===== src/rtl/inst_fetch_unit.sv =====
// Instruction fetch stage: PC register, ROM request and IF/ID capture.
// Optional FETCH_PERF_CNT_EN adds fetch and bubble performance counters.
module inst_fetch_unit #(
    parameter logic [31:0] RESET_PC = 32'h0000_0000,
    parameter logic [31:0] PC_STEP  = 32'd4
) (
    input  logic        clk,
    input  logic        rst_n,
    input  logic        stall_i,
    input  logic        branch_i,
    input  logic [31:0] branch_target_i,
    input  logic        flush_i,
    input  logic [31:0] flush_pc_i,
    output logic        rom_ce_o,
    output logic [31:0] rom_addr_o,
    input  logic [31:0] rom_inst_i,
    input  logic [31:0] rom_pc_i,
`ifdef FETCH_PERF_CNT_EN
    output logic [31:0] perf_fetch_cnt_o,
    output logic [31:0] perf_bubble_cnt_o,
`endif
    output logic [31:0] id_pc_o,
    output logic [31:0] id_inst_o,
    output logic        id_valid_o
);

    logic        ce_q;
    logic [31:0] pc_q, pc_d;
    logic [31:0] id_pc_q, id_pc_d;
    logic [31:0] id_inst_q, id_inst_d;
    logic        id_valid_q, id_valid_d;
    logic        pend_vld_q, pend_vld_d;
    logic [31:0] pend_tgt_q, pend_tgt_d;
    logic        load;

    always_comb begin
        pc_d       = pc_q;
        id_pc_d    = id_pc_q;
        id_inst_d  = id_inst_q;
        id_valid_d = id_valid_q;
        pend_vld_d = pend_vld_q;
        pend_tgt_d = pend_tgt_q;
        load       = 1'b0;
        if (ce_q) begin
            if (flush_i) begin
                pc_d       = {flush_pc_i[31:2], 2'b00};
                id_pc_d    = 32'd0;
                id_inst_d  = 32'd0;
                id_valid_d = 1'b0;
                pend_vld_d = 1'b0;
            end else if (stall_i) begin
                if (branch_i) begin
                    pend_vld_d = 1'b1;
                    pend_tgt_d = branch_target_i;
                end
            end else begin
                load       = 1'b1;
                id_pc_d    = rom_pc_i;
                id_inst_d  = rom_inst_i;
                id_valid_d = 1'b1;
                pend_vld_d = 1'b0;
                // Current fetch is the delay slot; redirect takes effect next.
                if (branch_i)
                    pc_d = {branch_target_i[31:2], 2'b00};
                else if (pend_vld_q)
                    pc_d = {pend_tgt_q[31:2], 2'b00};
                else
                    pc_d = pc_q + PC_STEP;
            end
        end
    end

    always_ff @(posedge clk or negedge rst_n) begin
        if (!rst_n) begin
            ce_q       <= 1'b0;
            pc_q       <= RESET_PC;
            id_pc_q    <= 32'd0;
            id_inst_q  <= 32'd0;
            id_valid_q <= 1'b0;
            pend_vld_q <= 1'b0;
            pend_tgt_q <= 32'd0;
        end else begin
            ce_q       <= 1'b1;
            pc_q       <= pc_d;
            id_pc_q    <= id_pc_d;
            id_inst_q  <= id_inst_d;
            id_valid_q <= id_valid_d;
            pend_vld_q <= pend_vld_d;
            pend_tgt_q <= pend_tgt_d;
        end
    end

`ifdef FETCH_PERF_CNT_EN
    logic [31:0] fetch_cnt_q, bubble_cnt_q;

    always_ff @(posedge clk or negedge rst_n) begin
        if (!rst_n) begin
            fetch_cnt_q  <= 32'd0;
            bubble_cnt_q <= 32'd0;
        end else if (ce_q) begin
            if (load)
                fetch_cnt_q <= fetch_cnt_q + 32'd1;
            if (stall_i || flush_i)
                bubble_cnt_q <= bubble_cnt_q + 32'd1;
        end
    end

    assign perf_fetch_cnt_o  = fetch_cnt_q;
    assign perf_bubble_cnt_o = bubble_cnt_q;
`else
    logic unused_load;
    assign unused_load = load;
`endif

    assign rom_ce_o   = ce_q;
    assign rom_addr_o = pc_q;
    assign id_pc_o    = id_pc_q;
    assign id_inst_o  = id_inst_q;
    assign id_valid_o = id_valid_q;

endmodule


===== config.mk =====
export PLATFORM = sky130hd
export DESIGN_NAME = inst_fetch_unit
export DESIGN_NICKNAME = d
export VERILOG_FILES = /design/src/rtl/inst_fetch_unit.sv
export SDC_FILE = /design/constraint.sdc
export NUM_CORES = 1
export LEC_CHECK = 0
export BUFFER_PORTS_ARGS = -buffer_cell sky130_fd_sc_hd__buf_2
export CAP_MARGIN = 20
export CORE_MARGIN = 4
export CORE_UTILIZATION = 40
export CTS_CLUSTER_SIZE = 10
export DETAILED_ROUTE_END_ITERATION = 7
export PLACE_DENSITY = 0.71
export SYNTH_ARGS = -nofsm -noshare
export SYNTH_HDL_FRONTEND = slang
export SYNTH_SLANG_ARGS = --single-unit

===== constraint.sdc =====
create_clock -name clk -period 1.7 [get_ports clk]
set_input_delay 0.17 -clock clk [delete_from_list [all_inputs] [get_ports clk]]
set_output_delay 0.17 -clock clk [all_outputs]
set_load 0.005 [all_outputs]

==> flow_summary.toml, run 1 <==
[place]
port_buffers = 224
dp_cells = 1137
hpwl_mm = 14.9
gp_congestion = 0.898
postPlaceCellArea_um2 = 8100

[finish]
nets = 1152
synthToLayoutAreaGrowth_pct = 53.2
drive_above_1_share = 0.384
final_util = 0.629
fin_area_um2 = 9600
fin_cells = 1243
fillCellCount = 1237

[yosys]
synth_top_family_by_area = "simple AND/OR/NAND/NOR gates"
ys_warn_count = 0
synthAdderAreaFrac = 0.00200
synth_enable_flop_cells = 0
ys_ff_latch = 127
ys.flop_type = "dfrtp_1"
synthXorXnorAreaFrac = 0.0154
seq_area_frac_synth = 0.507
ys_types = 63
synthMuxAreaShare = 0.0601
synth-compound-area-share = 0.181
synthArstFlopShare = 1.00
synth_cells = 676
synth-simple-area-share = 0.194
avgSynthCellArea_um2 = 9.27
synthesis.area_um2 = 6270

[power]
internal_power_mw = 7.00
p_seq_frac = 0.386
p_clk_frac = 0.400
p_comb_frac = 0.214
leakagePower_nw = 4.60
swShare = 0.279
ir_drop_mv = 0.768
p_per_area_nw_per_um2 = 1010
p_sw_mw = 2.70

[grt]
grt_usage = 0.241
grt_overflow = 0
grt_pass1_wl_mm = 34.2
antenna_found_initial = 3
grt_max_degree = 97
grt_pass1_vias = 6697

[clocking]
clk_pin_slew_ns = 0.06
ctsHtreeMaxLevel = 4
cts_sinks = 127
clk_latency_ns = 0.41
cts_buffers = 17
clk_path_buf_depth = 2
cts_tree = "built"
cts_root_buf = "clkbuf_16"

[min_path]
hold_start = "rom_pc_i[17]"
min_path_cells = 3
min_to = "id_pc_o[17]$_DFFE_PN0P_"
hold_class = "input port to register"

[routing]
wl_per_cell_um = 17.1
firstDrtPassIters = 4
drc = 0
drt_iter0_markers = 316
drt-total-wl_mm = 21.2
ant_nets = 0
viasPerCell = 5.28
via_count = 6563

[critical_path]
worstSetupPathType = "register to register"
worst_r2r_endpoint = "rom_addr_o[24]$_DFFE_PN0P_"
critPathMaxFanout = 4
startpoint_type = "register"
worst-r2r-cell-count = 6
cp-startpoint = "rom_addr_o[3]$_DFFE_PN0P_"
required_ns = 1.99
worst_ep_arrival_time_ns = 2.05
r2r_start = "rom_addr_o[3]$_DFFE_PN0P_"
crit_path_end_kind = "register"
ff2ff_setup_slack_ns = -0.06

[timing]
fin_worst_skew_ns = 0.00867
timing.final.crit_share = 1.04
fmax_mhz = 567
setup-tns-final_ns = -0.173
layout_setup_ws_ns = -0.0644
hold_violations = 0
rsz0062_at_grt = "yes"
finalSetupViolCount = 5
post-route-min-period_ns = 1.76
slew_viol_final = 0
worstMarginPinSlew_ns = 0.507
relSlewSlack = 0.660

[floorplan]
rows = 45
core_area_um2 = 15300
ioPinCount = 231
die-area_um2 = 17700
initial_core_util = 0.411
die_h_um = 133
die_w_um = 133

[run_status]
status = "complete, but fails checks"
violations = "setup timing"

[job]
max_cap_viol_count = 0
## cell usage in the layout (no fill, tap or decap), types with 5 or more instances in the layout
cell type      netlist  final
dlygate4sd3_1        0     68
a22oi_1              6      6
nand2_1            165    164
inv_1                6      6
and3_1               5      5
buf_6                2      7
a221oi_1            14     14
xor2_1               5      5
o22ai_1              6      6
a21oi_1             18     18
buf_4                2     70
clkbuf_16            0     17
xnor2_1              6      5
o31ai_1              7      5
nand2b_1             8      8
o21ai_0             83     83
nor3_1               9      7
nand3_1             13     11
buf_12               0      5
mux2i_1              5      5
mux2_2              29     29
nor2_1              24     22
buf_2                4    223
dfrtp_1            127    125
nand4_1              9      9
## state kept, by name, indices dropped and copies added, names as in the netlist
signal	cells
id_inst_o	32
id_pc_o	32
id_valid_o	1
pend_tgt_q	30
pend_vld_q	1
rom_addr_o	30
rom_ce_o	1
## critical path: stages, from the launching register on
cell     delay (ns)
dfrtp_1        0.39
ha_4           0.16
nand3_4        0.10
or3_4          0.39
o31a_1         0.28
o31ai_1        0.22
o21ai_1        0.10
## power groups by stage
stage                     sequential, mW  combinational (mW)  clock, mW
after global placement              3.76                1.84          0
after global routing                3.80                2.29       4.07
after floorplan                     3.81               0.816          0
after CTS                           3.74                2.04       3.96
after detailed placement            3.77                1.88          0
final                               3.75                2.07       3.88
## stage by stage
step | worst slack (ns) | power [mW] | hold slack [ns]
2_1_floorplan | -0.190 | 4.62 | -0.126
3_3_place_gp | -0.121 | 5.60 | 0.109
3_5_place_dp | -0.126 | 5.65 | 0.108
4_1_cts | -0.0257 | 9.74 | 0.0000584
5_1_grt | -0.140 | 10.2 | 0.0103
6_report | -0.0644 | 9.71 | 0.0165
## timing repair
item                       in CTS  in global routing
pin swaps                       9                 10
hold buffers                   68                  0
hold endpoints to repair      105                  0
resized for setup              12                 18
setup endpoints to repair      10                 19
buffers inserted                5                  1
## how the worst max path moves through the flow
| stage | to | cells past startpoint | slack [ns] |
|---|---|---|---|
| finish | rom_addr_o[24]$_DFFE_PN0P_ | 6 | -0.06 |
| detailed placement | rom_addr_o[16]$_DFFE_PN0P_ | 6 | -0.13 |
| global route | rom_addr_o[24]$_DFFE_PN0P_ | 6 | -0.14 |
| CTS | rom_addr_o[21]$_DFFE_PN0P_ | 6 | -0.03 |
| global placement | rom_addr_o[22]$_DFFE_PN0P_ | 7 | -0.12 |
| floorplan | rom_addr_o[24]$_DFFE_PN0P_ | 7 | -0.19 |
## cell usage after synthesis (3+ instances only)
master      n  share of area
a32o_1      4         0.0064
a31oi_1     4         0.0040
o31ai_1     7         0.0084
a21oi_1    18          0.014
a211o_1     3         0.0042
o221ai_1    5         0.0070
or3_1       5         0.0050
a221oi_1   14          0.020
buf_1       5         0.0030
a22oi_1     6         0.0072
o21ai_1     3         0.0024
o22ai_1     6         0.0060
o21ai_0    83          0.066
o41ai_1     3         0.0042
nor2b_1     3         0.0030
inv_1       6         0.0036
nand2b_1    8         0.0080
buf_2       4         0.0032
xor2_1      5         0.0070
nand2_1   165          0.099
dfrtp_1   127           0.51
o211ai_1    4         0.0048
and3_1      5         0.0050
nand4_1     9         0.0090
nor3_1      9         0.0072
nor2_1     24          0.014
clkbuf_1   38          0.023
a31o_1      3         0.0042
nand3_1    13          0.010
xnor2_1     6         0.0084
mux2_2     29          0.052
and2_1      3         0.0030
mux2i_1     5         0.0080
nor4_1      5         0.0050
## layer usage
| layer | vias to the layer above | global-route usage | routed length [um] |
|---|---|---|---|
| li1 | 3087 | - | - |
| met1 | 3119 | 0.299 | 8520 |
| met2 | 307 | 0.390 | 9900 |
| met3 | 46 | 0.0778 | 2190 |
| met4 | 4 | 0.0971 | 578 |
| met5 | - | 0 | 26 |
## cells by family after synthesis
| logic type | Yosys count |
|---|---|
| simple gates | 264 |
| compound gates | 179 |
| flops | 127 |
| buf+inv | 58 |
| mux | 34 |
| xor+xnor | 11 |
| other cells | 2 |
| fa+ha+maj | 1 |
## final cells by class
class,count,area (um2),share of cell area
clock inverters,13,188,0.0195
clock buffers,19,443,0.0461
flip-flops and latches,127,3180,0.331
inverters,7,26.3,0.00274
well taps,211,264,0.0275
repair buffers,373,2500,0.260
diodes,1,2.50,0.000261
multi-input cells,492,3000,0.312
No activity file was read; power rests on OpenSTA's default activity.
==> run 2, diff against run 1 <==
PLACE_DENSITY = 0.68   (was 0.71)
SKIP_LAST_GASP = 1   (was default)
clock period = 1.8 ns   (was 1.7 ns; I/O delays follow)
==> run 2 against run 1 <==
The flow still finishes with violations (setup timing); hold slack worse by 0.0048 ns; register-to-register slack better by 0.06 ns; first-iteration DRC count up 34%; combinational power down 13%; clock power down 15%; utilization down 4.1 points; via count down 4.2%; critical path type unchanged.
==> flow_summary.toml, run 2 (synthesis gave the netlist of run 1 again) <==
[run_status]
status = "complete, but fails checks"
violations = "setup timing"

[critical_path]
max_stage_delay_ns = 0.34
crit_slowest_cell = "dfrtp_1"
crit_path_end_kind = "register"
ff2ff_setup_slack_ns = -0.008
worst_ep_arrival_time_ns = 2.10
path_cells = "nand3_1 > buf_4 > nor3_4 > nand4_1 > a31o_1 > a32o_1"
required_ns = 2.10
startpoint_type = "register"
cp-endpoint = "rom_addr_o[21]$_DFFE_PN0P_"
worstSetupPathType = "register to register"
worst-r2r-cell-count = 6
r2r_start = "rom_addr_o[7]$_DFFE_PN0P_"
cp-startpoint = "rom_addr_o[7]$_DFFE_PN0P_"
worst_r2r_endpoint = "rom_addr_o[21]$_DFFE_PN0P_"
critPathMaxFanout = 5

[power]
ir_drop_mv = 0.671
leakagePower_nw = 4.31
p_per_area_nw_per_um2 = 964

[clocking]
cts_sinks = 127
clk_pin_slew_ns = 0.06
clk_path_buf_depth = 2
cts_root_buf = "clkbuf_16"
cts_tree = "built"
cts_buffers = 17
clk_latency_ns = 0.42
ctsHtreeMaxLevel = 4

[min_path]
hold_class = "input port to register"
min_path_cells = 3

[place]
dp_slack_ns = -0.0647
hpwl_mm = 14.6
gp_congestion = 0.924
port_buffers = 224
dp_cells = 1130

[grt]
grt_max_degree = 74
grt_pass1_wl_mm = 31.8
grt_usage = 0.225
grt_pass1_vias = 6145
antenna_found_initial = 0
grt_overflow = 0

[finish]
final_util = 0.589
fin_cells = 1192
fillCellCount = 1356
nets = 1102
mostFrequentLayoutCells = "buf_2, nand2_1, dfrtp_1, o21ai_0, buf_4"
n_antenna_cell = 0
synthToLayoutAreaGrowth_pct = 43.4
mostFrequentLayoutCell = "buf_2"
drive_above_1_share = 0.388

[routing]
drc = 0
viasPerCell = 5.27
drt_iter0_markers = 424
firstDrtPassIters = 5
drt-total-wl_mm = 20.4
wl_per_cell_um = 17.1
ant_nets = 0
via_count = 6286

[timing]
layout_setup_ws_ns = -0.00752
fmax_mhz = 553
rsz0062_at_grt = "yes"
timing.final.crit_share = 1.00
fin_worst_skew_ns = 0.00659
worstMarginPinSlew_ns = 0.629
hold_violations = 0
finalSetupViolCount = 1
relSlewSlack = 0.579
post-route-min-period_ns = 1.81
slew_viol_final = 0

[floorplan]
die_h_um = 133
die_w_um = 133
ioPinCount = 231
core_area_um2 = 15300
rows = 45
die-area_um2 = 17700
initial_core_util = 0.411

[job]
max_cap_viol_count = 0
run 2: cell count changes in the layout (fill, tap and decap cells not counted), sizes merged:
cell / delta
buf: -9
bufinv: -3
clkbuf: +2
clkinv: +1
diode: -1
dlygate4sd3: -41
run 2: power breakdown:
| part | internal (mW) | switching [mW] | leakage [nW] |
|---|---|---|---|
| registers | 3.26 | 0.299 | 1.59 |
| logic | 0.897 | 0.911 | 2.45 |
| clock network | 1.98 | 1.31 | 0.270 |
run 2: how the worst min path moves through the flow:
stage,from,end,slack [ns]
floorplan,rst_n,id_inst_o[0]$_DFFE_PN0P_,-0.12
global placement,rst_n,pend_tgt_q[11]$_DFFE_PN0P_,0.003
global route,rom_inst_i[16],id_inst_o[16]$_DFFE_PN0P_,0.002
finish,rom_inst_i[24],id_inst_o[24]$_DFFE_PN0P_,0.01
detailed placement,rst_n,pend_tgt_q[11]$_DFFE_PN0P_,0.003
CTS,flush_pc_i[9],rom_addr_o[9]$_DFFE_PN0P_,0.001
run 2: critical path: cells and delay by family (launching register included):
kind                   cells  cell delay, ns
DFF                        1            0.34
and+or+nand+nor            3            0.68
buffers and inverters      1            0.22
AOI/OAI and AO/OA          2            0.46
run 2: what timing repair did:
action / in CTS / in global routing
buffers inserted: 0 / 3
resized for setup: 4 / 14
hold buffers: 27 / 0
endpoints found under the setup margin: 11 / 16
gates cloned: 0 / 0
pin swaps: 0 / 10
endpoints found under the hold margin: 153 / 0
run 2: stage by stage:
stage / hold slack (ns) / TNS, ns / cell area, um2 / power, mW
floorplan: -0.116 / -0.0899 / 6280 / 4.36
global placement: 0.00348 / -0.00629 / 8030 / 5.27
CTS: 0.000969 / 0 / 8890 / 8.68
finish: 0.0117 / -0.00752 / 8980 / 8.66
global route: 0.00190 / -0.500 / 8980 / 9.10
detailed placement: 0.00270 / -0.490 / 8030 / 5.32
run 2: cell type report:
type / instances / area (um2) / share of cell area
clock inverter: 11 / 110 / 0.0123
sequential: 127 / 3180 / 0.354
inverter: 7 / 26.3 / 0.00292
multi-input combinational: 492 / 2950 / 0.329
timing repair buffer: 323 / 1990 / 0.222
clock buffer: 21 / 460 / 0.0512
tap: 211 / 264 / 0.0294
run 2: routing by layer:
layer,track usage,share of wire,up-vias
met5,0,0,-
li1,-,-,2981
met3,0.0767,0.091,41
met1,0.285,0.40,2974
met2,0.358,0.48,290
met4,0.0851,0.025,0
